**src/rtl/tcp_misc_pkg.sv**
```systemverilog
// tcp_misc_pkg: shared TCP header, slow-path send-queue entry types and defaults
package tcp_misc_pkg;
  localparam int FLOWID_W = 8;
  localparam int IP_ADDR_W = 32;
  localparam int SLOW_PATH_SENDQ_DEPTH = 8;
  typedef struct packed {
    logic [15:0] src_port;
    logic [15:0] dst_port;
    logic [31:0] seq_num;
    logic [31:0] ack_num;
    logic [7:0]  flags;
    logic [15:0] window;
  } tcp_pkt_hdr;
  typedef struct packed {
    tcp_pkt_hdr            pkt;
    logic [FLOWID_W-1:0]   flowid;
    logic [IP_ADDR_W-1:0]  src_ip;
    logic [IP_ADDR_W-1:0]  dst_ip;
  } slow_path_sendq_entry_struct;
endpackage

```
**src/rtl/slow_path_sendq_out_buf.sv**
```systemverilog
// slow_path_sendq_out_buf: 2-entry flow-through skid buffer; credit says another RAM read may issue
module slow_path_sendq_out_buf
  import tcp_misc_pkg::*;
(
  input  logic                        clk,
  input  logic                        rst,
  input  logic                        in_val,
  input  slow_path_sendq_entry_struct in_data,
  output logic                        in_rdy,
  output logic                        credit,
  output logic                        out_val,
  output slow_path_sendq_entry_struct out_data,
  input  logic                        out_rdy
);
  logic [1:0] cnt;
  slow_path_sendq_entry_struct e0, e1;
  logic push, pop;
  assign in_rdy = cnt != 2'd2;
  assign credit = (cnt + {1'b0, in_val}) < 2'd2;
  assign out_val = cnt != 2'd0 || in_val;
  assign out_data = cnt != 2'd0 ? e0 : in_data;
  assign pop = out_rdy && cnt != 2'd0;
  // an empty buffer with a ready consumer passes the read straight through
  assign push = in_val && in_rdy && !(cnt == 2'd0 && out_rdy);
  always_ff @(posedge clk) begin
    if (rst) begin
      cnt <= 2'd0;
      e0 <= '0;
      e1 <= '0;
    end else begin
      cnt <= cnt + {1'b0, push} - {1'b0, pop};
      if (pop || (push && cnt == 2'd0)) e0 <= cnt == 2'd2 ? e1 : in_data;
      if (push && cnt == 2'd1 && !pop) e1 <= in_data;
    end
  end
endmodule

```
**src/rtl/tcp_slow_path_send_q.sv**
```systemverilog
// tcp_slow_path_send_q: in-order slow-path header request queue (RAM + skid output)
// Optional SLOW_PATH_SENDQ_DUP_DROP_EN: drop enqueues duplicating the last still-queued entry
module tcp_slow_path_send_q
  import tcp_misc_pkg::*;
#(
  parameter int DEPTH = SLOW_PATH_SENDQ_DEPTH
) (
  input  logic                 clk,
  input  logic                 rst,
  input  logic                 slow_path_send_pkt_enqueue_val,
  input  tcp_pkt_hdr           slow_path_send_pkt_enqueue_pkt,
  input  logic [FLOWID_W-1:0]  slow_path_send_pkt_enqueue_flowid,
  input  logic [IP_ADDR_W-1:0] slow_path_send_pkt_enqueue_src_ip,
  input  logic [IP_ADDR_W-1:0] slow_path_send_pkt_enqueue_dst_ip,
  output logic                 slow_path_send_pkt_enqueue_rdy,
  output logic                 slow_path_send_pkt_dequeue_val,
  output tcp_pkt_hdr           slow_path_send_pkt_dequeue_pkt,
  output logic [FLOWID_W-1:0]  slow_path_send_pkt_dequeue_flowid,
  output logic [IP_ADDR_W-1:0] slow_path_send_pkt_dequeue_src_ip,
  output logic [IP_ADDR_W-1:0] slow_path_send_pkt_dequeue_dst_ip,
  input  logic                 slow_path_send_pkt_dequeue_rdy,
  output logic [15:0]          sendq_dup_drop_cnt
);
  localparam int PTR_W = $clog2(DEPTH);
  slow_path_sendq_entry_struct mem [DEPTH];
  slow_path_sendq_entry_struct enq_entry, rd_data, deq_entry;
  logic [PTR_W:0] wr_ptr, rd_ptr, iss_ptr;
  logic enq_fire, deq_fire, wr_en, issue, rd_val, buf_in_rdy, credit;
  assign enq_entry = {slow_path_send_pkt_enqueue_pkt, slow_path_send_pkt_enqueue_flowid,
                      slow_path_send_pkt_enqueue_src_ip, slow_path_send_pkt_enqueue_dst_ip};
  // rd_ptr retires on dequeue, so occupancy covers entries sitting in the output stage too
  assign slow_path_send_pkt_enqueue_rdy = (wr_ptr - rd_ptr) != (PTR_W+1)'(DEPTH);
  assign enq_fire = slow_path_send_pkt_enqueue_val && slow_path_send_pkt_enqueue_rdy;
  assign deq_fire = slow_path_send_pkt_dequeue_val && slow_path_send_pkt_dequeue_rdy;
  assign issue = wr_ptr != iss_ptr && credit;
  always_ff @(posedge clk) begin
    if (wr_en) mem[wr_ptr[PTR_W-1:0]] <= enq_entry;
  end
  always_ff @(posedge clk) begin
    if (rst) begin
      wr_ptr <= '0;
      rd_ptr <= '0;
      iss_ptr <= '0;
      rd_val <= 1'b0;
      rd_data <= '0;
    end else begin
      if (wr_en) wr_ptr <= wr_ptr + (PTR_W+1)'(1);
      if (deq_fire) rd_ptr <= rd_ptr + (PTR_W+1)'(1);
      if (issue) begin
        iss_ptr <= iss_ptr + (PTR_W+1)'(1);
        rd_data <= mem[iss_ptr[PTR_W-1:0]];
      end
      rd_val <= issue || (rd_val && !buf_in_rdy);
    end
  end
  slow_path_sendq_out_buf u_out_buf (
    .clk     (clk),
    .rst     (rst),
    .in_val  (rd_val),
    .in_data (rd_data),
    .in_rdy  (buf_in_rdy),
    .credit  (credit),
    .out_val (slow_path_send_pkt_dequeue_val),
    .out_data(deq_entry),
    .out_rdy (slow_path_send_pkt_dequeue_rdy)
  );
  assign {slow_path_send_pkt_dequeue_pkt, slow_path_send_pkt_dequeue_flowid,
          slow_path_send_pkt_dequeue_src_ip, slow_path_send_pkt_dequeue_dst_ip} = deq_entry;
`ifdef SLOW_PATH_SENDQ_DUP_DROP_EN
  logic [FLOWID_W+71:0] key, last_key;
  logic [PTR_W:0] last_ptr;
  logic last_val, last_leaving, dup;
  logic [15:0] drop_cnt;
  assign key = {slow_path_send_pkt_enqueue_flowid, slow_path_send_pkt_enqueue_pkt.seq_num,
                slow_path_send_pkt_enqueue_pkt.ack_num, slow_path_send_pkt_enqueue_pkt.flags};
  assign last_leaving = deq_fire && rd_ptr == last_ptr;
  assign dup = last_val && !last_leaving && key == last_key;
  assign wr_en = enq_fire && !dup;
  assign sendq_dup_drop_cnt = drop_cnt;
  always_ff @(posedge clk) begin
    if (rst) begin
      last_val <= 1'b0;
      last_key <= '0;
      last_ptr <= '0;
      drop_cnt <= 16'd0;
    end else begin
      if (wr_en) begin
        last_val <= 1'b1;
        last_key <= key;
        last_ptr <= wr_ptr;
      end else if (last_leaving) last_val <= 1'b0;
      if (enq_fire && dup && drop_cnt != 16'hffff) drop_cnt <= drop_cnt + 16'd1;
    end
  end
`else
  assign wr_en = enq_fire;
  assign sendq_dup_drop_cnt = 16'd0;
`endif
endmodule

```
**config.mk**
```make
export PLATFORM = sky130hd
export DESIGN_NAME = tcp_slow_path_send_q
export DESIGN_NICKNAME = d
export VERILOG_FILES = /design/src/rtl/tcp_misc_pkg.sv /design/src/rtl/slow_path_sendq_out_buf.sv /design/src/rtl/tcp_slow_path_send_q.sv
export SDC_FILE = /design/constraint.sdc
export NUM_CORES = 2
export LEC_CHECK = 0
export ABC_AREA = 0
export CORE_UTILIZATION = 30
export CTS_BUF_LIST = sky130_fd_sc_hd__clkbuf_4
export CTS_CLUSTER_SIZE = 12
export DETAILED_ROUTE_END_ITERATION = 16
export PLACE_DENSITY_LB_ADDON = 0.08
export SYNTH_ARGS = -nofsm -noshare
export SYNTH_HDL_FRONTEND = slang
export SYNTH_HIERARCHICAL = 1
export SYNTH_SLANG_ARGS = --single-unit
```
**constraint.sdc**
```tcl
create_clock -name clk -period 75.8 [get_ports clk]
set_input_delay 11.37 -clock clk [delete_from_list [all_inputs] [get_ports clk]]
set_output_delay 11.37 -clock clk [all_outputs]
set_load 0.02 [all_outputs]
```
==> summary.txt <==
Run status
  • Status: finished, violations left
  • Failing checks: DRC

Clock tree
  • Number of buffers created by CTS: ~610
  • Clock Pin Slew Worst Setup and Hold Paths: 0.06 ns
  • Hold-fix buffers, CTS: 0
  • CTS sink cnt: between 2000 and 2500
  • Worst-Skew Late Latency: between 1 and 1.5 ns
  • Clk root buf: clkbuf_4
  • Maximum clock path buffer count: 4
  • Htree depth: 6
  • Post-cts sizing count: 0
  • CTS tree: built
  • Post-CTS setup buffer count: 0

Die
  • DIE AREA: 283000 µm²
  • Ports: just over 400
  • Initial Util: 0.302
  • Die Height: 532 µm
  • Rows: roughly 190
  • Die width: roughly 530 µm
  • Placeable Area: ~280000 µm²

Power
  • Power per cell area: around 38 nW/µm²
  • Clock power share: 0.292
  • Switching power: 1290 µW
  • Net Sw Frac: 0.342
  • Seq pwr share: 0.398
  • Logic pwr share: 0.310
  • Leakage: about 0.031 µW
  • VDD IR max: approximately 31 µV
  • Internal power: roughly 2500 µW

Worst setup path
  • Critical path class: register to primary output
  • Flop2flop setup slack: 70.18 ns
  • Critical Path Sink Type: primary output
  • Crit path launch type: register
  • WP data arrival: roughly 5 ns
  • CP Cell Sequence: nor2_4 > buf_4 > buf_4 > buf_4 > mux2_2 > clkdlybuf4s50_1
  • CP Max Fanout: 43
  • Slowest Stage Delay on Critical Path: slightly above 0.6 ns
  • Most frequent CP cell: buf_4
  • Slowest cell on the critical path: buf_4
  • CP required: approximately 64 ns

Global route
  • Pin count of the biggest net entering global routing: 133
  • Antenna violations before repair: 80
  • GRT Residual Overflow: 0
  • First-pass GRT wire length: roughly 350000 µm
  • GRT Total Usage: 0.166
  • Vias in the first global route: ~50000

Timing
  • Max_slew headroom: 0.259
  • Worst Skew: between 0.06 and 0.07 ns
  • Final min period: ~16 ns
  • Fmax: 0.0612 GHz
  • Final Max Tran Viols: 0
  • Worst-margin pin slew: roughly 1.1 ns
  • Final Hold Fails: 0
  • Setup Viol. Count Final: 0
  • Period Utilization, post-route: 0.216
  • Final setup TNS: 0 ns
  • RSZ-0062 raised after global routing: no

Final layout
  • Final Cell Area: approximately 100000 µm²
  • Area Growth Syn to Fin: 18.5%
  • Leading cell type in the layout, fill and taps excluded: edfxtp_1
  • Fill cell count: 26700
  • Share of cells above drive strength 1: 0.328
  • Most frequent cells in the layout: edfxtp_1 (1536), clkbuf_4 (948), nand2_1 (778)
  • Final #Nets: approximately 6000

Synthesis
  • Unique masters post-synth: 47
  • Number of synthesized flops with an enable pin: about 1500
  • Mapped Area: between 80000 and 90000 µm²
  • Synthesized flop and latch total: ~2100
  • Post-synth ARST share: 0
  • Ys flop type: edfxtp_1
  • Gate Count Post-Synth: 5132
  • Avg Cell Area, Syn: around 16 µm²
  • Post-synthesis sequential area ratio: 0.688
  • Ys Warns: 6

Route
  • Iter 0 DRT Violations: between 2000 and 3000
  • Met3 wire length: roughly 12000 µm
  • Max layer used: met5
  • Via count: 48100
  • Met2 Routed Length: roughly 120000 µm
  • Antenna Nets Post-Route: 0
  • Drt total wl: about 240000 µm
  • DRC: 260
  • Routed vias/inst: around 4.8
  • TritonRoute pass-1 iters: 11
  • Met1 WL: 105000 µm
  • Routed len/inst: roughly 24 µm

Placed design
  • Final HPWL DP: around 130000 µm
  • Global placer's final weighted congestion: between 0.6 and 0.7
  • IO buf count: 389
  • DP Area: just over 90000 µm²

Worst hold path
  • HP Class: register to register

Job
  • Max cap viols: 0
## stage by stage
step | hold WS, ns | std cells | power (µW) | worst slack (ns) | util
after global placement | 0.441 | 8949 | 2720 | 59.87 | 0.328
after CTS | 0.447 | 10100 | 3860 | 59.15 | 0.357
after global routing | 0.469 | 10100 | 4000 | 59.09 | 0.357
after detailed placement | 0.447 | 8949 | 2730 | 59.82 | 0.328
after floorplan | 0.437 | 5147 | 2380 | 43.48 | -
final | 0.452 | 10100 | 3770 | 59.45 | 0.357
## worst max-delay path: cells and delay by family, from the launching register on
family / cells / cell delay [ns]
buffers and inverters: 4 / 2.27
flip-flops: 1 / 0.50
multiplexers: 1 / 0.45
AND/OR/NAND/NOR: 1 / 0.17
## synthesized netlist by cell type, types with 43 or more instances
master | count | area (µm²)
a211oi_2 | 190 | 2380
nand2_1 | 778 | 2920
buf_2 | 136 | 681
mux2i_1 | 193 | 1930
a311oi_2 | 180 | 2700
nor3_1 | 194 | 971
clkbuf_1 | 183 | 687
dfxtp_1 | 591 | 11800
mux2_2 | 195 | 2200
edfxtp_1 | 1536 | 46100
mux4_2 | 384 | 8650
nor2_1 | 205 | 769
buf_6 | 43 | 484
a21oi_1 | 200 | 1000
## flip-flops by register name (all words and copies together), names as in the netlist
name / count
mem: 1536
rd_val: 1
u_out_buf/e1: 192
u_out_buf/cnt: 2
rd_data: 192
u_out_buf/e0: 192
iss_ptr: 4
rd_ptr: 4
wr_ptr: 4
## area by class of cell
cell class / instances / area (µm²) / area share
flip-flops and latches: 2127 / 58000 / 0.581
multi-input cells: 2607 / 24300 / 0.243
clock buffers: 948 / 7120 / 0.0713
repair buffers: 486 / 4760 / 0.0477
well taps: 3724 / 4660 / 0.0467
clock inverters: 155 / 963 / 0.00965
diodes: 27 / 67.6 / 0.000677
inverters: 5 / 26.3 / 0.000263
## final timing paths
check                          from                                 end  depth (start not counted)
setup / recovery   u_out_buf/cnt[0]  slow_path_send_pkt_dequeue_pkt[95]                          6
hold / removal    u_out_buf/e1[125]                   u_out_buf/e0[125]                          2
setup reg to reg         iss_ptr[1]                        rd_data[165]                          8
hold reg to reg   u_out_buf/e1[125]                   u_out_buf/e0[125]                          2
## power by group through the flow
stage / clock network (µW) / registers [µW] / logic, µW
final: 1100 / 1500 / 1170
after global routing: 1210 / 1520 / 1270
after CTS: 1150 / 1500 / 1210
after detailed placement: 0 / 1530 / 1200
after global placement: 0 / 1530 / 1190
after floorplan: 0 / 1520 / 861
## metal layers
layer / vias up / global-route usage
li1: 21700 / -
met1: 24600 / 0.215
met2: 1159 / 0.273
met3: 493 / 0.0417
met4: 64 / 0.0488
met5: - / 0
## cells by family (layout without fill, tap and decap cells)
family                     after synthesis  after routing  synth area share
buffers and inverters                  413           1594            0.0253
xor gates and xnor gates                13             13           0.00135
DFF                                   2127           2127             0.688
muxes                                  773            773             0.152
adders and majority gates                7              7           0.00104
other                                    1             43         0.0000445
AOI/OAI and AO/OA                      589            589            0.0741
and+or+nand+nor                       1209           1209            0.0583
(Power assumes the default switching activity.)
